<file path="src/rtl/plane_pkg.sv">
// Shared constants and types for the plane controller.
//   SCREEN_W/SCREEN_H : visible VGA area in pixels
//   PLANE_W/PLANE_H   : plane sprite size in pixels
//   COORD_W           : width of every screen coordinate
//   FIRE_X_OFS        : horizontal offset from plane left edge to gun muzzle
//   DROP_W            : width of the dropped-shot counter
//   fire_state_e      : states of the fire request FSM
package plane_pkg;

    localparam int SCREEN_W   = 640;
    localparam int SCREEN_H   = 480;
    localparam int PLANE_W    = 32;
    localparam int PLANE_H    = 32;
    localparam int COORD_W    = 10;
    localparam int FIRE_X_OFS = PLANE_W / 2;
    localparam int DROP_W     = 8;

    typedef enum logic [1:0] {
        FIRE_IDLE = 2'd0,
        FIRE_REQ  = 2'd1,
        FIRE_COOL = 2'd2
    } fire_state_e;

endpackage

</file>
<file path="src/rtl/plane_axis.sv">
// One movement axis of the plane.
// Direction pulses latch into pending flags; on tick the flags are applied
// as a single saturating step and cleared. A pulse in the tick cycle itself
// counts towards that tick.
//   clk, rst : clock, synchronous active-high reset
//   dec_evt  : pulse requesting a move towards 0 (left / up)
//   inc_evt  : pulse requesting a move towards MAX (right / down)
//   tick     : frame tick, applies and clears the pending flags
//   pos      : current coordinate, updated the cycle after tick
module plane_axis
    import plane_pkg::*;
#(
    parameter int STEP  = 8,
    parameter int MAX   = 608,
    parameter int START = 304
) (
    input  logic               clk,
    input  logic               rst,
    input  logic               dec_evt,
    input  logic               inc_evt,
    input  logic               tick,
    output logic [COORD_W-1:0] pos
);

    localparam logic [COORD_W-1:0] STEP_C  = COORD_W'(STEP);
    localparam logic [COORD_W-1:0] MAX_C   = COORD_W'(MAX);
    localparam logic [COORD_W-1:0] START_C = COORD_W'(START);

    logic               dec_pend_q, dec_pend_d;
    logic               inc_pend_q, inc_pend_d;
    logic [COORD_W-1:0] pos_q, pos_d;
    logic               dec_now, inc_now;
    logic [COORD_W:0]   pos_inc;

    always_comb begin
        dec_now    = dec_pend_q | dec_evt;
        inc_now    = inc_pend_q | inc_evt;
        // One extra bit so pos+STEP cannot wrap before the limit compare.
        pos_inc    = {1'b0, pos_q} + {1'b0, STEP_C};
        dec_pend_d = dec_now;
        inc_pend_d = inc_now;
        pos_d      = pos_q;
        if (tick) begin
            dec_pend_d = 1'b0;
            inc_pend_d = 1'b0;
            // Opposing requests cancel: neither branch fires.
            if (dec_now && !inc_now) begin
                pos_d = (pos_q < STEP_C) ? '0 : pos_q - STEP_C;
            end else if (inc_now && !dec_now) begin
                pos_d = (pos_inc > {1'b0, MAX_C}) ? MAX_C : pos_inc[COORD_W-1:0];
            end
        end
    end

    always_ff @(posedge clk) begin
        if (rst) begin
            pos_q      <= START_C;
            dec_pend_q <= 1'b0;
            inc_pend_q <= 1'b0;
        end else begin
            pos_q      <= pos_d;
            dec_pend_q <= dec_pend_d;
            inc_pend_q <= inc_pend_d;
        end
    end

    assign pos = pos_q;

endmodule

</file>
<file path="src/rtl/plane_ctrl.sv">
// Player plane controller: per-frame movement and a bullet launch handshake.
//   clk, rst                    : clock, synchronous active-high reset
//   up/down/left/right          : debounced single-cycle direction pulses
//   shoot                       : debounced single-cycle fire pulse
//   frame_tick                  : single-cycle pulse at each frame start
//   plane_x, plane_y            : plane top-left corner
//   fire_valid/fire_ready       : launch request handshake to bullet engine
//   fire_x, fire_y              : bullet start point, held during the request
//   drop_cnt                    : saturating count of discarded shoot pulses
module plane_ctrl
    import plane_pkg::*;
#(
    parameter int STEP     = 8,
    parameter int X_MAX    = SCREEN_W - PLANE_W,
    parameter int Y_MAX    = SCREEN_H - PLANE_H,
    parameter int X_START  = 304,
    parameter int Y_START  = 440,
    parameter int COOLDOWN = 4
) (
    input  logic               clk,
    input  logic               rst,
    input  logic               up,
    input  logic               down,
    input  logic               left,
    input  logic               right,
    input  logic               shoot,
    input  logic               frame_tick,
    output logic [COORD_W-1:0] plane_x,
    output logic [COORD_W-1:0] plane_y,
    output logic               fire_valid,
    output logic [COORD_W-1:0] fire_x,
    output logic [COORD_W-1:0] fire_y,
    input  logic               fire_ready,
    output logic [DROP_W-1:0]  drop_cnt
);

    localparam int CNT_W = (COOLDOWN < 2) ? 1 : $clog2(COOLDOWN + 1);

    plane_axis #(
        .STEP  (STEP),
        .MAX   (X_MAX),
        .START (X_START)
    ) u_axis_x (
        .clk     (clk),
        .rst     (rst),
        .dec_evt (left),
        .inc_evt (right),
        .tick    (frame_tick),
        .pos     (plane_x)
    );

    plane_axis #(
        .STEP  (STEP),
        .MAX   (Y_MAX),
        .START (Y_START)
    ) u_axis_y (
        .clk     (clk),
        .rst     (rst),
        .dec_evt (up),
        .inc_evt (down),
        .tick    (frame_tick),
        .pos     (plane_y)
    );

    fire_state_e        state_q, state_d;
    logic [CNT_W-1:0]   cnt_q, cnt_d;
    logic [COORD_W-1:0] fire_x_q, fire_x_d;
    logic [COORD_W-1:0] fire_y_q, fire_y_d;
    logic [DROP_W-1:0]  drop_q, drop_d;
    logic               drop_evt;

    always_comb begin
        state_d  = state_q;
        cnt_d    = cnt_q;
        fire_x_d = fire_x_q;
        fire_y_d = fire_y_q;
        drop_d   = drop_q;
        drop_evt = 1'b0;
        case (state_q)
            FIRE_IDLE: begin
                if (shoot) begin
                    state_d  = FIRE_REQ;
                    fire_x_d = plane_x + COORD_W'(FIRE_X_OFS);
                    fire_y_d = plane_y;
                end
            end
            FIRE_REQ: begin
                drop_evt = shoot;
                if (fire_ready) begin
                    if (COOLDOWN == 0) begin
                        state_d = FIRE_IDLE;
                    end else begin
                        state_d = FIRE_COOL;
                        cnt_d   = CNT_W'(COOLDOWN);
                    end
                end
            end
            FIRE_COOL: begin
                // Still COOL during the tick that ends the cooldown, so a
                // shoot in that cycle is dropped as well.
                drop_evt = shoot;
                if (frame_tick) begin
                    cnt_d = cnt_q - CNT_W'(1);
                    if (cnt_q <= CNT_W'(1)) begin
                        state_d = FIRE_IDLE;
                    end
                end
            end
            default: begin
                state_d = FIRE_IDLE;
            end
        endcase
        if (drop_evt && (drop_q != {DROP_W{1'b1}})) begin
            drop_d = drop_q + DROP_W'(1);
        end
    end

    always_ff @(posedge clk) begin
        if (rst) begin
            state_q  <= FIRE_IDLE;
            cnt_q    <= '0;
            fire_x_q <= '0;
            fire_y_q <= '0;
            drop_q   <= '0;
        end else begin
            state_q  <= state_d;
            cnt_q    <= cnt_d;
            fire_x_q <= fire_x_d;
            fire_y_q <= fire_y_d;
            drop_q   <= drop_d;
        end
    end

    assign fire_valid = (state_q == FIRE_REQ);
    assign fire_x     = fire_x_q;
    assign fire_y     = fire_y_q;
    assign drop_cnt   = drop_q;

endmodule

</file>
<file path="config.mk">
export PLATFORM = sky130hd
export DESIGN_NAME = plane_ctrl
export DESIGN_NICKNAME = d
export VERILOG_FILES = /design/src/rtl/plane_pkg.sv /design/src/rtl/plane_axis.sv /design/src/rtl/plane_ctrl.sv
export SDC_FILE = /design/constraint.sdc
export NUM_CORES = 1
export LEC_CHECK = 0
export ABC_AREA = 1
export CORE_MARGIN = 5
export CORE_UTILIZATION = 35
export CTS_CLUSTER_DIAMETER = 40
export DETAILED_ROUTE_END_ITERATION = 6
export PLACE_DENSITY = 0.64
export SKIP_CTS_REPAIR_TIMING = 1
export SLEW_MARGIN = 20
export SYNTH_ARGS = -nofsm -noshare
export SYNTH_HDL_FRONTEND = slang
export SYNTH_HIERARCHICAL = 1
export SYNTH_SLANG_ARGS = --single-unit
</file>
<file path="constraint.sdc">
create_clock -name clk -period 4.41 [get_ports clk]
set_input_delay 0.6615 -clock clk [delete_from_list [all_inputs] [get_ports clk]]
set_output_delay 0.6615 -clock clk [all_outputs]
set_load 0.005 [all_outputs]
</file>
==> qor_table.md, run 1 <==
| Result | This run |
| --- | --- |
| Result of the run | finished clean |
| EDFF count, synth | 0 |
| Most used DFF post-synth | sky130_fd_sc_hd__dfxtp_1 |
| Uppermost routed layer | met4 |
| Half-perimeter wire length after placement | 5500 um |
| Hold Vio Cnt, Final | 0 |
| I/O pin cnt | 58 |
| Netlist cell types | 33 |
| Delay contributed by the slowest stage of the critical path | 0.68 ns |
| Sequential area share after synthesis | 0.325 |
| Largest buffer count on any clock path | 2 |
| Final Cell Area | 0.00379 mm2 |
| Class of the worst hold path | flip-flop to flip-flop |
| Async S/R FF share, synth | 0 |
| M1 WL | 3680 um |
| Global-route wire length before repair | 12,600 um |
| Total core area | 0.00872 mm2 |
| Crit path DAT | 1.60 ns |
| Critical Path Slowest Stage Cell | sky130_fd_sc_hd__dfxtp_1 |
| Power per unit of standard cell area | 410 mW/mm2 |
| Count of endpoints failing setup in the final report | 0 |
| Diode count | 0 |
| Minimum setup slack among reg-to-reg paths | 2.53 ns |
| GRT Total Usage | 0.134 |
| Initial Util | 0.361 |
| Via density per instance | 4.71 |
| Final antenna-violating net count | 0 |
| Synth Instances | 474 |
| Clock Latency Late Sink | 0.31 ns |
| Clock tree from TritonCTS | built |
| Buffers plus inverters on the worst setup path | 1 |
| Cell breakdown of the critical path | clkdlybuf4s50_1 |
| Average size of a mapped cell | 6.63 um2 |
| Worst Setup End Kind | primary output |
| Pin slew with the least headroom to its limit | 0.553 ns |
| Area of the multi-input gates | 0.00178 mm2 |
| Number of pins exceeding their max-slew limit in the final report | 0 |
| Headroom to the max-slew limit | 0.631 |
| CTS Root Cell | sky130_fd_sc_hd__clkbuf_8 |
| Routed wire per std cell | 11.6 um |
| Gpl congestion | 0.902 |
| Post-route setup TNS | 0 ns |
| Library cell occupying the most area in the post-synthesis netlist | sky130_fd_sc_hd__dfxtp_1 |
| Footprint of the flip-flops and latches | 0.00102 mm2 |
| Worst setup skew after layout | 0.00910 ns |
| Clock transition time at the flip-flop clock pins of the worst setup and hold paths | 0.10 ns |
| Count of filler cells inserted in the layout | 887 |
| Count of routing violations after the opening detailed-route iteration | 230 |
| Top area cells in the synthesized netlist | sky130_fd_sc_hd__dfxtp_1 32%, sky130_fd_sc_hd__nand2_1 12%, sky130_fd_sc_hd__nor2_1 8.8% |
| DRC violation count after routing | 0 |
| Cell with the most instances after synthesis | sky130_fd_sc_hd__nand2_1 |
| Largest net degree at the start of global routing | 24 |
| Row cnt | 34 |
| Fraction of final layout cells sized beyond drive strength 1 | 0.0827 |
| Initial antenna violation count | 0 |
| Combined area of all synthesized cells | 0.00314 mm2 |
| Growth of design area from synthesis to finish | 20.5% |
| Met3 layer wire length in the routed design | 502 um |
| Via count of the first global-routing pass | 2,666 |
| Chip height | 105 um |
| Worst hold slack | 0.460 ns |
| # clock sinks | 51 |
| LEAKAGE | 1.71 nW |
| Worst path required time | 3.75 ns |
| Synthesis Warnings | 6 |
| Total die area | 0.0110 mm2 |
| Biggest fanout along the worst timing path | 13 |
| Maximum vdd drop | 0.000214 V |
| Deepest level of the CTS H-tree | 2 |
| Yosys reg bits | 51 |
| Post-route clock period utilization | 0.512 |
| Met2 Routed Length | 3060 um |
| Final worst path period need | 2.26 ns |
| Finished Core Util | 0.435 |
| Area fraction of the dominant cell type after synthesis | 0.325 |
| Quantity of I/O buffers inserted on ports | 51 |
| Number of detailed-route iterations in the first pass | 5 |
| Area after DPL | 0.00369 mm2 |
| Final Non-Filler Cells | 628 |
| Number of buffers added by the clock tree synthesis step | 5 |
| Fmax | 443 MHz |
| Reported max-cap violation count | 0 |
| Final Routed Wirelength | 7300 um |
| Most numerous cell types in the synthesized netlist | 104 x sky130_fd_sc_hd__nand2_1, 74 x sky130_fd_sc_hd__nor2_1, 57 x sky130_fd_sc_hd__inv_1 |
| Critical path class | flip-flop to primary output |
| Cell count after placement | 620 |
| Residual overflow from global routing | 0 |
| Setup repair after global routing missed its margin | no |
| Critical Path Start Type | flip-flop |
| Chip Width | 105 um |
| Final Net Count | 542 |
| Total number of vias | 2,956 |
| Dominant delay contributor by cell family on the critical path | flip-flops |
-- final timing paths --
check / from / endpoint / depth (start not counted)
setup / recovery: u_axis_y/pos[5] / plane_y[5] / 1
hold / removal: u_axis_x/dec_pend_q / u_axis_x/dec_pend_q / 2
setup reg to reg: u_axis_y/pos[3] / u_axis_y/pos[7] / 14
hold reg to reg: u_axis_x/dec_pend_q / u_axis_x/dec_pend_q / 2
-- kinds of logic after synthesis --
kind of cell | after synthesis | share of synthesized area
DFF | 51 | 0.325
AOI/OAI and AO/OA | 64 | 0.108
adders and majority gates | 14 | 0.0557
and+or+nand+nor | 250 | 0.360
xor gates and xnor gates | 13 | 0.0362
other | 2 | 0.00239
buffers and inverters | 80 | 0.113
-- report_power, final --
| part | leakage, nW | total (W) | internal [W] | switching (W) |
|---|---|---|---|---|
| combinational | 1.24 | 0.000636 | 0.000284 | 0.000352 |
| clock | 0.0502 | 0.000288 | 0.000118 | 0.000170 |
| sequential | 0.420 | 0.000629 | 0.000545 | 0.0000843 |
-- metal layers --
metal / GRT usage / vias up
li1: - / 1582
met2: 0.201 / 71
met4: 0.0265 / 0
met1: 0.185 / 1296
met3: 0.0469 / 7
met5: 0 / -
-- area by class of cell --
type / count / area share
well taps: 108 / 0.0357
multi-input cells: 347 / 0.470
inverters: 62 / 0.0624
clock inverters: 3 / 0.00759
flip-flops and latches: 51 / 0.269
clock buffers: 5 / 0.0182
repair buffers: 52 / 0.137
-- flip-flops by register name, indices dropped and copies added, names as in the netlist --
register,count
u_axis_y/inc_pend_q,1
drop_cnt,8
u_axis_x/dec_pend_q,1
fire_x,10
fire_y,10
u_axis_y/pos,7
u_axis_y/dec_pend_q,1
u_axis_x/pos,7
state_q,2
cnt_q,3
u_axis_x/inc_pend_q,1
-- per-stage QoR --
step	setup WS, ns	total power [W]
after floorplan	2.66	0.00104
after global placement	2.08	0.00126
after detailed placement	2.05	0.00127
after CTS	2.14	0.00156
after global routing	2.05	0.00169
final	2.15	0.00155
-- cell usage in the layout, fill, tap and decap left out, types with 8 or more instances in the layout --
master                            netlist  layout
sky130_fd_sc_hd__a21oi_1               27      27
sky130_fd_sc_hd__clkdlybuf4s50_1        0      51
sky130_fd_sc_hd__dfxtp_1               51      51
sky130_fd_sc_hd__ha_1                  14      14
sky130_fd_sc_hd__inv_1                 57      57
sky130_fd_sc_hd__nand2_1              104     104
sky130_fd_sc_hd__nand3_1               30      30
sky130_fd_sc_hd__nand4_1               11      11
sky130_fd_sc_hd__nor2_1                74      74
sky130_fd_sc_hd__o21ai_0               28      28
sky130_fd_sc_hd__xor2_1                 8       8
Power figures use the tool's default switching activity.
==> run 2, diff against run 1 <==
- PLACE_DENSITY: 0.64 -> 0.66
- clock period: 4.41 -> 1.9 ns (I/O delays scaled with it)
==> qor_table.md, run 2 (synthesis gave the netlist of run 1 again) <==
| Result | This run | Delta |
| --- | --- | --- |
| Chip height | 105 um | unchanged |
| Count of endpoints failing setup in the final report | 0 | unchanged |
| Critical Path Slowest Stage Cell | sky130_fd_sc_hd__dfxtp_1 | unchanged |
| Clock Latency Late Sink | 0.30 ns | was 0.31 ns |
| Cell breakdown of the critical path | clkdlybuf4s50_1 | unchanged |
| Leading cell type in the layout, fill and taps excluded | sky130_fd_sc_hd__nand2_1 | unchanged |
| Power per unit of standard cell area | 965 mW/mm2 | was 410 mW/mm2 |
| Residual overflow from global routing | 0 | unchanged |
| Via count of the first global-routing pass | 2,921 | was 2,666 |
| Maximum vdd drop | 0.000452 V | was 0.000214 V |
| Worst setup skew after layout | 0.00805 ns | was 0.00910 ns |
| Most used cells in the layout excluding fill and tap cells | 104 x sky130_fd_sc_hd__nand2_1, 74 x sky130_fd_sc_hd__nor2_1, 57 x sky130_fd_sc_hd__inv_1 | unchanged |
| Worst path required time | 1.62 ns | was 3.75 ns |
| I/O pin cnt | 58 | unchanged |
| # clock sinks | 51 | unchanged |
| Critical Path Start Type | flip-flop | unchanged |
| Dominant delay contributor by cell family on the critical path | flip-flops | unchanged |
| LEAKAGE | 1.80 nW | was 1.71 nW |
| Post-route setup TNS | 0 ns | unchanged |
| Row cnt | 34 | unchanged |
| Critical path class | flip-flop to primary output | unchanged |
| Final Routed Wirelength | 7840 um | was 7300 um |
| Routed wire per std cell | 12.2 um | was 11.6 um |
| Biggest fanout along the worst timing path | 10 | was 13 |
| Result of the run | finished clean | unchanged |
| Delay contributed by the slowest stage of the critical path | 0.61 ns | was 0.68 ns |
| Via density per instance | 4.75 | was 4.71 |
| Quantity of I/O buffers inserted on ports | 51 | unchanged |
| Setup repair after global routing missed its margin | no | unchanged |
| Number of detailed-route iterations in the first pass | 4 | was 5 |
| Global-route wire length before repair | 13,500 um | was 12,600 um |
| GRT Total Usage | 0.143 | was 0.134 |
| Clock transition time at the flip-flop clock pins of the worst setup and hold paths | 0.09 ns | was 0.10 ns |
| Crit path DAT | 1.50 ns | was 1.60 ns |
| Final Net Count | 558 | was 542 |
| Finished Core Util | 0.451 | was 0.435 |
| Clock tree from TritonCTS | built | unchanged |
| Number of buffers added by the clock tree synthesis step | 5 | unchanged |
| Post-route clock period utilization | 0.940 |  |
| Final antenna-violating net count | 0 | unchanged |
| Count of routing violations after the opening detailed-route iteration | 123 | was 230 |
| DRC violation count after routing | 0 | unchanged |
| Chip Width | 105 um | unchanged |
| Deepest level of the CTS H-tree | 2 | unchanged |
| Count of filler cells inserted in the layout | 914 | was 887 |
| Gpl congestion | 0.908 | was 0.902 |
| Total die area | 0.0110 mm2 | unchanged |
| Largest buffer count on any clock path | 2 | unchanged |
| Reported max-cap violation count | 0 | unchanged |
| Growth of design area from synthesis to finish | 25.1% | was 20.5% |
| Final worst path period need | 1.79 ns |  |
| Total core area | 0.00872 mm2 | unchanged |
| Buffers plus inverters on the worst setup path | 1 | unchanged |
| Fmax | 560 MHz |  |
| Minimum setup slack among reg-to-reg paths | 0.15 ns | was 2.53 ns |
| Total number of vias | 3,060 | was 2,956 |
| Initial Util | 0.361 | unchanged |
| Hold Vio Cnt, Final | 0 | unchanged |
| Class of the worst hold path | flip-flop to flip-flop | unchanged |
| Largest net degree at the start of global routing | 18 | was 24 |
| Half-perimeter wire length after placement | 5880 um | was 5500 um |
| Diode count | 0 | unchanged |
| CTS Root Cell | sky130_fd_sc_hd__clkbuf_8 | unchanged |
| Number of pins exceeding their max-slew limit in the final report | 0 | unchanged |
| Initial antenna violation count | 0 | unchanged |
| Fraction of final layout cells sized beyond drive strength 1 | 0.116 | was 0.0827 |
| Worst Setup End Kind | primary output | unchanged |
[run 2: cell types whose count changed in the layout (fill, tap and decap cells not counted), sizes merged]
| cell | change |
|---|---|
| buf | +16 |
| bufinv | +1 |
| clkbuf | +1 |
| clkinv | -1 |
| inv | -1 |
[run 2: report_power, final]
part           switching (W)  total, W  leakage [nW]  internal, W
clock               0.000362  0.000788        0.0612     0.000427
combinational       0.000863   0.00158          1.32     0.000713
sequential          0.000169   0.00143         0.420      0.00127
total                0.00139   0.00380          1.80      0.00240
[run 2: worst min-delay path, delay by kind of cell (launching register included)]
family	cells	cell delay [ns]
AO/OA/AOI/OAI	1	0.06
buffers and inverters	1	0.06
flip-flops	1	0.31
[run 2: stage by stage]
stage	area (um2)	power [W]	hold slack, ns	instances	setup slack, ns
after floorplan	3160	0.00242	0.354	478	0.339
after global placement	3810	0.00300	0.444	636	0.0962
after detailed placement	3810	0.00303	0.449	636	0.0195
after CTS	3930	0.00385	0.464	644	0.0179
after global routing	3940	0.00412	0.483	644	0.0312
final	3940	0.00380	0.461	644	0.113
[run 2: final cells by class]
cell class	instances	area, um2	share of cell area
repair buffers	68	638	0.162
flip-flops and latches	51	1020	0.260
well taps	108	135	0.0343
clock buffers	6	82.6	0.0210
multi-input cells	347	1780	0.453
clock inverters	2	35.0	0.00890
inverters	62	236	0.0601
[run 2: metal layers]
metal | wire length [um] | up-vias | track usage
li1 | - | 1611 | -
met1 | 3640 | 1364 | 0.185
met2 | 3620 | 79 | 0.238
met3 | 514 | 6 | 0.0382
met4 | 66 | 0 | 0.0311
met5 | 0 | - | 0
[run 2: final timing paths]
check                                         start                   to  cells after the start
worst max-delay path                u_axis_x/pos[8]           plane_x[8]                      1
worst min-delay path            u_axis_x/dec_pend_q  u_axis_x/dec_pend_q                      2
worst max register to register      u_axis_y/pos[4]      u_axis_y/pos[7]                     14
worst min register to register  u_axis_x/dec_pend_q  u_axis_x/dec_pend_q                      2
